==> src/rtl/approx_add_err_monitor.sv <==
// Error-characterization monitor for approximate adders: compares an adder's
// result against the exact sum and accumulates run statistics over a sample run.
module approx_add_err_monitor #(
   parameter int W     = 16,
   parameter int CNT_W = 32,
   parameter int ACC_W = 64
) (
   input  logic             clk,
   input  logic             rst,
   input  logic             start,
   input  logic [CNT_W-1:0] num_samples,
   input  logic             in_valid,
   output logic             in_ready,
   input  logic [W-1:0]     in_a,
   input  logic [W-1:0]     in_b,
   input  logic [W:0]       in_o,
   output logic             busy,
   output logic             done,
   output logic [CNT_W-1:0] sample_cnt,
   output logic [CNT_W-1:0] err_cnt,
   output logic [W:0]       wce,
   output logic [ACC_W-1:0] sum_abs,
   output logic [ACC_W-1:0] sum_sq,
   output logic             sat
);

   localparam int SQ_W  = 2 * W + 2;
   localparam int EXT_W = ((ACC_W > SQ_W) ? ACC_W : SQ_W) + 1;

   typedef enum logic [1:0] {IDLE, RUN, DRAIN, DONE} state_t;

   state_t           state;
   logic [CNT_W-1:0] target;
   logic [CNT_W-1:0] acc_cnt;
   logic             xfer;

   logic [W:0]       exact;
   logic [W+1:0]     err;
   logic [W+1:0]     err_neg;
   logic [W:0]       abs_err;

   logic             s1_valid;
   logic [W:0]       s1_abs;
   logic             s1_nz;

   logic [SQ_W-1:0]  sq;
   logic [EXT_W-1:0] acc_max;
   logic [EXT_W-1:0] abs_ext;
   logic [EXT_W-1:0] sq_ext;
   logic             abs_sat;
   logic             sq_sat;

   // start outranks a same-cycle transfer, which is dropped.
   assign xfer = in_valid && in_ready && !start;

   // Stage 1 arithmetic: the sign bit of err is bit W+1.
   assign exact   = {1'b0, in_a} + {1'b0, in_b};
   assign err     = {1'b0, in_o} - {1'b0, exact};
   assign err_neg = ~err + 1'b1;
   assign abs_err = err[W+1] ? err_neg[W:0] : err[W:0];

   // Stage 2 arithmetic, widened by one bit so overflow is visible.
   assign sq      = {{(W+1){1'b0}}, s1_abs} * {{(W+1){1'b0}}, s1_abs};
   assign acc_max = {{(EXT_W-ACC_W){1'b0}}, {ACC_W{1'b1}}};
   assign abs_ext = EXT_W'(sum_abs) + EXT_W'(s1_abs);
   assign sq_ext  = EXT_W'(sum_sq) + EXT_W'(sq);
   assign abs_sat = abs_ext > acc_max;
   assign sq_sat  = sq_ext > acc_max;

   // NOTE: stage-1 data needs no reset; s1_valid alone decides whether it is used.
   always_ff @(posedge clk) begin
      s1_abs <= abs_err;
      s1_nz  <= (err != '0);
   end

   always_ff @(posedge clk) begin
      if (rst) begin
         state      <= IDLE;
         target     <= '0;
         acc_cnt    <= '0;
         s1_valid   <= 1'b0;
         in_ready   <= 1'b0;
         busy       <= 1'b0;
         done       <= 1'b0;
         sample_cnt <= '0;
         err_cnt    <= '0;
         wce        <= '0;
         sum_abs    <= '0;
         sum_sq     <= '0;
         sat        <= 1'b0;
      end else if (start) begin
         target     <= num_samples;
         acc_cnt    <= '0;
         s1_valid   <= 1'b0;
         sample_cnt <= '0;
         err_cnt    <= '0;
         wce        <= '0;
         sum_abs    <= '0;
         sum_sq     <= '0;
         sat        <= 1'b0;
         state      <= (num_samples != '0) ? RUN : DONE;
         in_ready   <= (num_samples != '0);
         busy       <= (num_samples != '0);
         done       <= (num_samples == '0);
      end else begin
         s1_valid <= xfer;
         if (s1_valid) begin
            sample_cnt <= sample_cnt + 1'b1;
            err_cnt    <= err_cnt + CNT_W'(s1_nz);
            wce        <= (s1_abs > wce) ? s1_abs : wce;
            sum_abs    <= abs_sat ? {ACC_W{1'b1}} : abs_ext[ACC_W-1:0];
            sum_sq     <= sq_sat ? {ACC_W{1'b1}} : sq_ext[ACC_W-1:0];
            if (abs_sat || sq_sat) sat <= 1'b1;
         end
         case (state)
            RUN: begin
               if (xfer) begin
                  acc_cnt <= acc_cnt + 1'b1;
                  if (acc_cnt == target - 1'b1) begin
                     state    <= DRAIN;
                     in_ready <= 1'b0;
                  end
               end
            end
            // The final sample leaves stage 1 on this edge, so done appears
            // together with its statistics.
            DRAIN: begin
               state <= DONE;
               busy  <= 1'b0;
               done  <= 1'b1;
            end
            default: ;
         endcase
      end
   end

endmodule

==> config.mk <==
export PLATFORM = sky130hd
export DESIGN_NAME = approx_add_err_monitor
export DESIGN_NICKNAME = d
export VERILOG_FILES = /design/src/rtl/approx_add_err_monitor.sv
export SDC_FILE = /design/constraint.sdc
export NUM_CORES = 1
export LEC_CHECK = 0
export CORE_MARGIN = 2
export CORE_UTILIZATION = 53
export DETAILED_ROUTE_END_ITERATION = 8
export HOLD_SLACK_MARGIN = 0.02
export PLACE_DENSITY_LB_ADDON = 0.12
export SLEW_MARGIN = 25
export SYNTH_ARGS = -nofsm -noshare
export SYNTH_HDL_FRONTEND = slang
export SYNTH_SLANG_ARGS = --single-unit
==> constraint.sdc <==
create_clock -name clk -period 7.2 [get_ports clk]
set_input_delay 1.44 -clock clk [delete_from_list [all_inputs] [get_ports clk]]
set_output_delay 1.44 -clock clk [all_outputs]
set_load 0.01 [all_outputs]
## Word level (Yosys, flattened, before mapping)

Cells that the tools add are included.

- Register bits: 298
- Input bits: 85

- Reduce and logical (&&, ||, !) cells: 18
- Multiplexer cells: 16
- Multiply operators: 1
- Add/sub/neg operators: 9
- Equal/unequal tests: 5
- Bitwise gates (word level): 1
- Magnitude comparators: 3

Operator list:

| cell | count |
|---|---|
| $gt A65 B64 Y1 const B | 2 |
| $mux W64 | 2 |
| $add A64 B17 Y65 | 1 |
| $add A64 B34 Y65 | 1 |
| $add A32 B1 Y32 const B | 2 |
| $mul A17 B17 Y34 | 1 |
| $add A32 B1 Y32 | 1 |
| $eq A32 B32 Y1 | 1 |
| $logic_not A32 Y1 | 1 |
| $reduce_bool A32 Y1 | 1 |
| $sub A32 B1 Y32 const B | 1 |
| $reduce_bool A18 Y1 | 1 |
| $sub A17 B17 Y18 | 1 |
| $add A16 B16 Y17 | 1 |
| $add A17 B1 Y17 const B | 1 |
| $gt A17 B17 Y1 | 1 |
| $mux W17 | 1 |
| $not A17 Y17 | 1 |
| $mux W1 | 8 |
| $mux W2 | 4 |
| $reduce_bool A2 Y1 | 4 |
| $ne A3 B3 Y1 const B | 2 |
| $reduce_and A2 Y1 | 3 |
| $reduce_and A3 Y1 | 2 |
| 8 further kinds | 9 |

## Longest topological paths before layout

Gate-level depths: netlist of the first run.

- Depth after elaboration: 6
- Gate-level depth with buffers: 27
- Gate-level depth less buffers: 24

## Worst setup path after synthesis of the first run

OpenSTA, ideal clock, no wires.

- Path kind: register to register
- From: register s1_abs[5]
- To: register sum_sq[36]
- Arrival time: 6.687 ns
- Path buffers: 4
- Path slack: 0.398 ns
- Clock period less this slack: 6.802 ns
- Cell stages (with the launch flop): 27
- Setup time: 0.115 ns
- Cell sequence: dfxtp_1 > clkbuf_1 > clkbuf_1 > nand2_1 > fa_1 > inv_1 > fa_1 > inv_1 > fa_1 > inv_1 > fa_1 > fa_1 > inv_1 > fa_1 > inv_1 > ha_1 > a21oi_1 > nand2_1 > or2_2 > o21ai_1 > nor4_2 > o21bai_1 > a211o_1 > buf_2 > clkbuf_1 > a31oi_1 > o21a_1

- Cells in the longest elaborated chain, start to end: 4

Ends and longest elaborated chain:

| what | RTL line | text |
|---|---|---|
| start, declared | 43 | `logic [W:0] s1_abs;` |
| start signal, assigned | 72 | `s1_abs <= abs_err;` |
| $mul A17 B17 Y34 * | 63 | `assign sq = {{(W+1){1'b0}}, s1_abs} * {{(W+1){1'b0}}, s1_abs};` |
| $add A64 B34 Y65 * | 66 | `assign sq_ext = EXT_W'(sum_sq) + EXT_W'(sq);` |
| $gt A65 B64 Y1 | 68 | `assign sq_sat = sq_ext > acc_max;` |
| $mux W64 * | 112 | `sum_sq <= sq_sat ? {ACC_W{1'b1}} : sq_ext[ACC_W-1:0];` |
| end signal, assigned | 112 |  |
| end, declared | 23 | `output logic [ACC_W-1:0] sum_sq,` |

Mark *: on every way between the ends. The rest lies on a longest branch, timed or not.
A chain may end at the register's enable or synchronous reset.

## Worst setup path in the final report of the first run

- From: register s1_abs[8]
- To: register sum_sq[36]

The elaborated chain is that of the path after synthesis.

==> results of run 1 <==
## what timing repair did
| item | in CTS | in global routing |
|---|---|---|
| setup endpoints to repair | 2 | 58 |
| pin swaps | 0 | 2 |
| hold buffers | 0 | 0 |
| gates resized for setup | 1 | 29 |
| setup buffers | 0 | 0 |
## Yosys cell counts, types with 13 or more instances
cell type                  count  area [um^2]
sky130_fd_sc_hd__a211oi_1     20          150
sky130_fd_sc_hd__a21o_1       43          323
sky130_fd_sc_hd__a21oi_1     131          656
sky130_fd_sc_hd__a311oi_1     19          166
sky130_fd_sc_hd__a31oi_1      66          413
sky130_fd_sc_hd__and2_1       85          532
sky130_fd_sc_hd__and3_1       60          375
sky130_fd_sc_hd__and4_1       24          210
sky130_fd_sc_hd__buf_2        13         65.1
sky130_fd_sc_hd__clkbuf_1     95          357
sky130_fd_sc_hd__dfxtp_1     298         5970
sky130_fd_sc_hd__fa_1        241         4820
sky130_fd_sc_hd__ha_1        176         2200
sky130_fd_sc_hd__inv_1       452         1700
sky130_fd_sc_hd__mux2i_1      62          621
sky130_fd_sc_hd__nand2_1     206          773
sky130_fd_sc_hd__nand3_1      61          305
sky130_fd_sc_hd__nand4_1      50          313
sky130_fd_sc_hd__nor2_1      249          935
sky130_fd_sc_hd__nor2b_1      13         81.3
sky130_fd_sc_hd__nor3_1       53          265
sky130_fd_sc_hd__nor4_1       25          156
sky130_fd_sc_hd__o21a_1       17          128
sky130_fd_sc_hd__o21ai_0     119          596
sky130_fd_sc_hd__or3_1        21          131
sky130_fd_sc_hd__xnor2_1     107          937
sky130_fd_sc_hd__xor2_1      101          885
## routing by layer
| metal | vias up | global-route usage (%) | part of all wire, % |
|---|---|---|---|
| met1 | 10700 | 37.1 | 43 |
| met3 | 154 | 4.61 | 5.4 |
| met4 | 0 | 10.9 | 3.8 |
| met5 | - | 0 | 0 |
| met2 | 620 | 48.8 | 48 |
| li1 | 10500 | - | - |
## through the flow
step,utilization (%),instances
finish,64.3,3884
CTS,64.1,3883
detailed placement,61.3,3815
global placement,61.3,3815
floorplan,-,2976
global route,64.3,3884
## layout make-up
| cell class | count | area [um^2] | area share [%] |
|---|---|---|---|
| Tap cell | 615 | 769 | 2.51 |
| Timing Repair Buffer | 340 | 3340 | 10.9 |
| Clock buffer | 48 | 1050 | 3.42 |
| Multi-Input combinational cell | 2110 | 17500 | 57.0 |
| Inverter | 453 | 1700 | 5.55 |
| Clock inverter | 20 | 310 | 1.01 |
| Sequential cell | 298 | 6010 | 19.6 |
## state kept, by name, indices dropped and copies added (netlist names)
name	count
s1_nz	1
sum_abs	64
acc_cnt	32
s1_abs	17
sample_cnt	32
s1_valid	1
in_ready	1
sat	1
state	2
wce	17
sum_sq	64
done	1
busy	1
err_cnt	32
target	32
## cells by family after synthesis
| group | after synthesis |
|---|---|
| buffers and inverters | 568 |
| multiplexers | 67 |
| AO/OA/AOI/OAI | 515 |
| AND/OR/NAND/NOR | 903 |
| XOR/XNOR | 208 |
| flip-flops | 298 |
| adder cells (fa/ha/maj) | 417 |
## final timing paths
| check | from | to |
|---|---|---|
| max reg2reg | s1_abs[8]$_DFF_P_ | sum_sq[36]$_SDFFE_PP0P_ |
| min | sat$_SDFFE_PP0P_ | sat$_SDFFE_PP0P_ |
| max | s1_abs[8]$_DFF_P_ | sum_sq[36]$_SDFFE_PP0P_ |
| min reg2reg | sat$_SDFFE_PP0P_ | sat$_SDFFE_PP0P_ |
## worst register-to-register path, stage by stage (launching register included)
cell                       delay [ns]
sky130_fd_sc_hd__dfxtp_2         0.55
sky130_fd_sc_hd__nand2_1         0.13
sky130_fd_sc_hd__fa_1            0.55
sky130_fd_sc_hd__inv_1           0.07
sky130_fd_sc_hd__fa_1            0.50
sky130_fd_sc_hd__inv_1           0.05
sky130_fd_sc_hd__fa_1            0.47
sky130_fd_sc_hd__inv_1           0.05
sky130_fd_sc_hd__fa_1            0.51
sky130_fd_sc_hd__fa_1            0.55
sky130_fd_sc_hd__inv_1           0.06
sky130_fd_sc_hd__fa_1            0.53
sky130_fd_sc_hd__inv_1           0.04
sky130_fd_sc_hd__ha_1            0.34
sky130_fd_sc_hd__a21oi_1         0.27
sky130_fd_sc_hd__nand2_1         0.08
sky130_fd_sc_hd__or2_2           0.27
sky130_fd_sc_hd__o21ai_1         0.44
sky130_fd_sc_hd__nor4_4          0.12
sky130_fd_sc_hd__o21bai_1        0.40
sky130_fd_sc_hd__a211o_1         0.22
sky130_fd_sc_hd__buf_4           0.30
sky130_fd_sc_hd__a31oi_1         0.15
sky130_fd_sc_hd__o21a_1          0.14
==> impl_summary.log, run 1 <==
[metrics] grt ovf: 0
[metrics] H-tree Lvls: 2
[metrics] final period utilization: approximately 96%
[metrics] Routed WL: 70600 um
[metrics] most numerous cell on the critical path: sky130_fd_sc_hd__fa_1
[metrics] count of final max-slew check failures: 0
[metrics] kind of end point of the critical path: flop
[metrics] Yosys Warn Count: 0
[metrics] setup ws final: around 0.32 ns
[metrics] die height: 223 um
[metrics] via count of the first global-routing pass: 22600
[metrics] share of final-layout standard cells stronger than drive strength 1: 5.20%
[metrics] post-detailed-route via-to-cell ratio: around 5.6
[metrics] worst-margin pin slew: 1.02 ns
[metrics] count of max-cap constraint violations: 0
[metrics] cell count of the worst reg-to-reg path: 23
[metrics] most frequent cells in the layout: sky130_fd_sc_hd__inv_1, sky130_fd_sc_hd__clkdlybuf4s50_1, sky130_fd_sc_hd__dfxtp_1
[metrics] number of synthesized register bits: 298
[metrics] buffers plus inverters on the worst setup path: 6
[metrics] number of buffers inserted by port buffering: 297
[metrics] commonest non-fill, non-tap cell in the layout: sky130_fd_sc_hd__inv_1
[metrics] flop2flop setup slack: between 0.3 and 0.4 ns
[metrics] largest family of logic cells by synthesized area: adder cells
[metrics] Place WS: 0.0192 ns
[metrics] initial core utilization: a little over half
[metrics] Num CTS Buffers: 37
[metrics] number of ports placed on the die boundary: 298
[metrics] area added between synthesis and finish: 20.0%
[metrics] gate family responsible for the most delay along the worst path: adder cells
[metrics] total DRC errors in the routed layout: 0
[metrics] clock period minus final worst setup slack: 6.88 ns
[metrics] area share of fa/ha/maj cells after synthesis: 27.5%
[metrics] fraction of registers with async set/reset: 0%
[metrics] master of the slowest instance on the critical path: sky130_fd_sc_hd__dfxtp_2
[metrics] worst slew margin relative to its limit: between 30% and 40%
[metrics] CP Class: flop to flop
[metrics] cell area after placement: 29200 um^2
[metrics] final count of hold timing violations: 0
[metrics] Avg WL per Cell: approximately 18 um
[metrics] run status: complete, no violations
[metrics] area fraction in compound gates after synthesis: about 13%
[metrics] number of violations reported at the end of detailed-routing iteration 0: approximately 1400
[metrics] synthesized area per cell: 8.58 um^2
[metrics] CTS root buf: sky130_fd_sc_hd__clkbuf_16
[metrics] cell count of the worst hold path: 1
[metrics] share of the synthesized netlist area taken by xor and xnor gates: 7.14%
[metrics] antenna violations before repair: 0
[metrics] die footprint: 49900 um^2
[metrics] first drt pass iteration count: 5
[metrics] Mapped Cells: 2976
[metrics] count of fill cells added during filler insertion: 4102
[metrics] sequential area share after synthesis: 23.4%
[metrics] mux cell area share after synthesis: 2.65%
[metrics] maximum number of pins on one net before global-route repair: 187
[metrics] maximum number of buffers from clock root to sink: 3
[metrics] clock slew at reported path FFs: around 0.060 ns
[metrics] data arrival time of the worst path: 7.34 ns
[metrics] Cell variety after synth: 80
[metrics] Critical Path Max Stage Delay: 0.55 ns
[metrics] Critical Path, Cell by Cell: nand2_1, fa_1, inv_1, fa_1, inv_1, fa_1, inv_1, fa_1, fa_1, inv_1, fa_1, inv_1, ha_1, a21oi_1, nand2_1, or2_2, o21ai_1, nor4_4, o21bai_1, a211o_1, buf_4, a31oi_1, o21a_1
[metrics] net count after synthesis: 3478
[metrics] Final setup violation count: 0
[metrics] DR vias: roughly 22000
[metrics] antenna fix cells: 0
[metrics] number of enable flip-flop cells after synthesis: 0
[metrics] synthesized-area fraction occupied by and/or/nand/nor cells: 18.0%
[metrics] die extent in x: 223 um
[metrics] Setup TNS Final: 0 ns
[metrics] half-perimeter wire length after placement: 54600 um
[metrics] clk sink count: 298
[metrics] core outline area: 47600 um^2
[metrics] All-Layer GR Usage: 28.8%
[metrics] CTS tree: built
[metrics] post-detailed-route count of antenna-violating nets: 0
[metrics] number of gates on the worst path with buffers counted: 23
[metrics] Hold WC Path Type: flop to flop
[metrics] global-route wire length before repair: 116000 um
[metrics] FMAX: 145 MHz
[metrics] maximum fanout along the worst path: 20
[metrics] top flip-flop cell by instance count after synthesis: sky130_fd_sc_hd__dfxtp_1
[metrics] startpoint types: flop
[metrics] row count: 80
[metrics] post-layout instance area: 30600 um^2
[metrics] summed instance area of the synthesized netlist: between 20000 and 30000 um^2
[metrics] worst setup skew after layout: 0.0281 ns
[metrics] hold slack final: 0.480 ns
[metrics] clock latency on the worst-skew pair: 0.56 ns
[metrics] last weighted congestion value of the routability-driven placer: around 0.89
[metrics] data required time at the worst endpoint: ~7.7 ns
[metrics] number of nets in the layout: 3742
Power of run 1 is left out: the tool's default activity adds up to more than one toggle a clock period on the data nets, which glitch-free logic cannot reach.
==> run 2: changes to the inputs <==
--- a/config.mk
+++ b/config.mk
@@ -5,9 +5,12 @@
 export SDC_FILE = /design/constraint.sdc
 export NUM_CORES = 1
 export LEC_CHECK = 0
+export CELL_PAD_IN_SITES_DETAIL_PLACEMENT = 1
+export CELL_PAD_IN_SITES_GLOBAL_PLACEMENT = 2
 export CORE_MARGIN = 2
-export CORE_UTILIZATION = 53
+export CORE_UTILIZATION = 25
 export DETAILED_ROUTE_END_ITERATION = 8
+export GPL_ROUTABILITY_DRIVEN = 0
 export HOLD_SLACK_MARGIN = 0.02
 export PLACE_DENSITY_LB_ADDON = 0.12
 export SLEW_MARGIN = 25
==> run 2 against run 1 <==
  * Clock skew up 0.016 ns
  * Count of clock-buffer cells in the layout up 14
  * Sequential cell count unchanged
  * Fmax up 2.3%
==> impl_summary.log, run 2 (synthesized netlist as in run 1, its figures left out) <==
[metrics] area added between synthesis and finish: 25.4%
[metrics] FMAX: 149 MHz (+2.3%)
[metrics] CTS root buf: sky130_fd_sc_hd__clkbuf_16
[metrics] Num CTS Buffers: 42 (+14%)
[metrics] Critical Path, Cell by Cell: buf_4, and2_1, fa_1, inv_1, fa_1, inv_1, fa_1, fa_1, fa_1, inv_1, fa_1, inv_1, ha_1, a21oi_1, nand2_1, or2_2, o21ai_1, buf_4, nor4_2, buf_4, o21bai_2, a211o_1, buf_4, a31oi_1
[metrics] post-detailed-route count of antenna-violating nets: 0 (unchanged)
[metrics] Routed WL: 91800 um (+30%)
[metrics] worst setup skew after layout: 0.0444 ns (+0.0164 ns)
[metrics] total DRC errors in the routed layout: 0 (unchanged)
[metrics] worst slew margin relative to its limit: 35.1% (+3.5 points)
[metrics] Final setup violation count: 0 (unchanged)
[metrics] row count: 117 (+46%)
[metrics] antenna violations before repair: 1 (+1)
[metrics] initial core utilization: 25.2% (-28 points)
[metrics] data arrival time of the worst path: 7.17 ns (-0.17 ns)
[metrics] startpoint types: flop
[metrics] first drt pass iteration count: 7 (+2)
[metrics] hold buffers post-CTS: 0 (unchanged)
[metrics] commonest non-fill, non-tap cell in the layout: sky130_fd_sc_hd__inv_1
[metrics] Avg WL per Cell: 19.6 um (+7.6%)
[metrics] CTS tree: built
[metrics] maximum number of buffers from clock root to sink: 3 (unchanged)
[metrics] top flop regs: sum_abs (64), sum_sq (64)
[metrics] count of fill cells added during filler insertion: 11800 (+190%)
[metrics] clk sink count: 298 (unchanged)
[metrics] Critical Path Max Stage Delay: 0.58 ns (+0.03 ns)
[metrics] CP Class: flop to flop
[metrics] most numerous cell on the critical path: sky130_fd_sc_hd__fa_1
[metrics] count of final max-slew check failures: 0 (unchanged)
[metrics] die height: 324 um (+45%)
[metrics] core utilization of the finished layout: 31.5% (-33 points)
[metrics] number of buffers inserted by port buffering: 297 (unchanged)
[metrics] buffers plus inverters on the worst setup path: 8 (+2)
[metrics] number of standard cells in the final layout excluding fillers: 4693 (+21%)
[metrics] DR vias: 22100 (+0.60%)
[metrics] global-route wire length before repair: 145000 um (+25%)
[metrics] All-Layer GR Usage: 17.7% (-11 points)
[metrics] maximum number of pins on one net before global-route repair: 112 (-40%)
[metrics] run status: complete, no violations
[metrics] via count of the first global-routing pass: 24300 (+7.6%)
[metrics] count of max-cap constraint violations: 0 (unchanged)
[metrics] master of the slowest instance on the critical path: sky130_fd_sc_hd__fa_1
[metrics] hold slack final: 0.498 ns (+0.0182 ns)
[metrics] final period utilization: 93.4% (-2.1 points)
[metrics] clock latency on the worst-skew pair: 0.62 ns (+0.06 ns)
[metrics] final count of hold timing violations: 0 (unchanged)
[metrics] die footprint: 105000 um^2 (+110%)
[metrics] Hold WC Path Type: flop to flop
[metrics] most frequent cells in the layout: sky130_fd_sc_hd__inv_1, sky130_fd_sc_hd__clkdlybuf4s50_1, sky130_fd_sc_hd__dfxtp_1
[metrics] number of violations reported at the end of detailed-routing iteration 0: 880 (-36%)
[metrics] data required time at the worst endpoint: 7.64 ns (-0.02 ns)
[metrics] cell area after placement: 30500 um^2 (+4.5%)
[metrics] worst-margin pin slew: 0.974 ns (-0.0441 ns)
[metrics] clock slew at reported path FFs: 0.06 ns (about the same)
[metrics] share of final-layout standard cells stronger than drive strength 1: 6.50% (+1.3 points)
[metrics] storage element area: 5990 um^2 (-0.29%)
[metrics] Cell Count Post-Placement: 4615 (+21%)
[metrics] maximum fanout along the worst path: 19 (-5.0%)
[metrics] half-perimeter wire length after placement: 73200 um (+34%)
[metrics] number of nets in the layout: 3793 (+1.4%)
[metrics] clock period minus final worst setup slack: 6.73 ns (-0.154 ns)
[metrics] grt ovf: 0 (unchanged)
[metrics] post-layout instance area: 32000 um^2 (+4.4%)
[metrics] area taken by multi-input logic gates: 17500 um^2 (about the same)
[metrics] post-detailed-route via-to-cell ratio: 4.70 (-17%)
[metrics] kind of end point of the critical path: flop
[metrics] gate family responsible for the most delay along the worst path: adder cells
[metrics] number of ports placed on the die boundary: 298 (unchanged)
[metrics] buffers inserted during post-CTS setup optimization: 0 (unchanged)
[metrics] core outline area: 101000 um^2 (+110%)
[metrics] die extent in x: 324 um (+45%)
[metrics] H-tree Lvls: 2 (unchanged)
[metrics] setup repair after global routing missed its margin: yes
-- run 2: what timing repair did --
item                                    4_1_cts  5_1_grt
resized for setup                             2       19
gates cloned                                  0        0
endpoints found under the hold margin         0        0
endpoints found under the setup margin        3       54
-- run 2: path summary, 6_finish.rpt --
path | start | endpoint | slack (ns) | depth (start not counted)
max | s1_abs[15]$_DFF_P_ | sum_sq[16]$_SDFFE_PP0P_ | 0.47 | 24
min | sat$_SDFFE_PP0P_ | sat$_SDFFE_PP0P_ | 0.50 | 1
max reg2reg | s1_abs[15]$_DFF_P_ | sum_sq[16]$_SDFFE_PP0P_ | 0.47 | 24
min reg2reg | sat$_SDFFE_PP0P_ | sat$_SDFFE_PP0P_ | 0.50 | 1
-- run 2: routing by layer --
layer	vias up	global-route usage (%)	wire, um	share of wire (%)
met5	-	0	0	0
met4	0	4.04	1660	1.8
met3	88	2.91	3230	3.5
met2	265	30.7	44600	49
met1	11100	23.0	42300	46
li1	10600	-	-	-
-- run 2: final cells by class --
type	instances	area share [%]
timing repair buffer	386	11.5
clock buffer	62	3.83
inverter	453	5.31
antenna	1	0.00782
sequential	298	18.7
tap	1368	5.35
clock inverter	15	0.680
multi-input combinational	2110	54.6
-- run 2: per-stage QoR --
stage	TNS (ns)	worst slack (ns)
detailed placement	-0.172	-0.0806
finish	0	0.472
global route	-0.00120	-0.00120
CTS	0	0.0640
floorplan	0	0.398
global placement	0	0.00992
Power of run 2 is left out for the same reason.
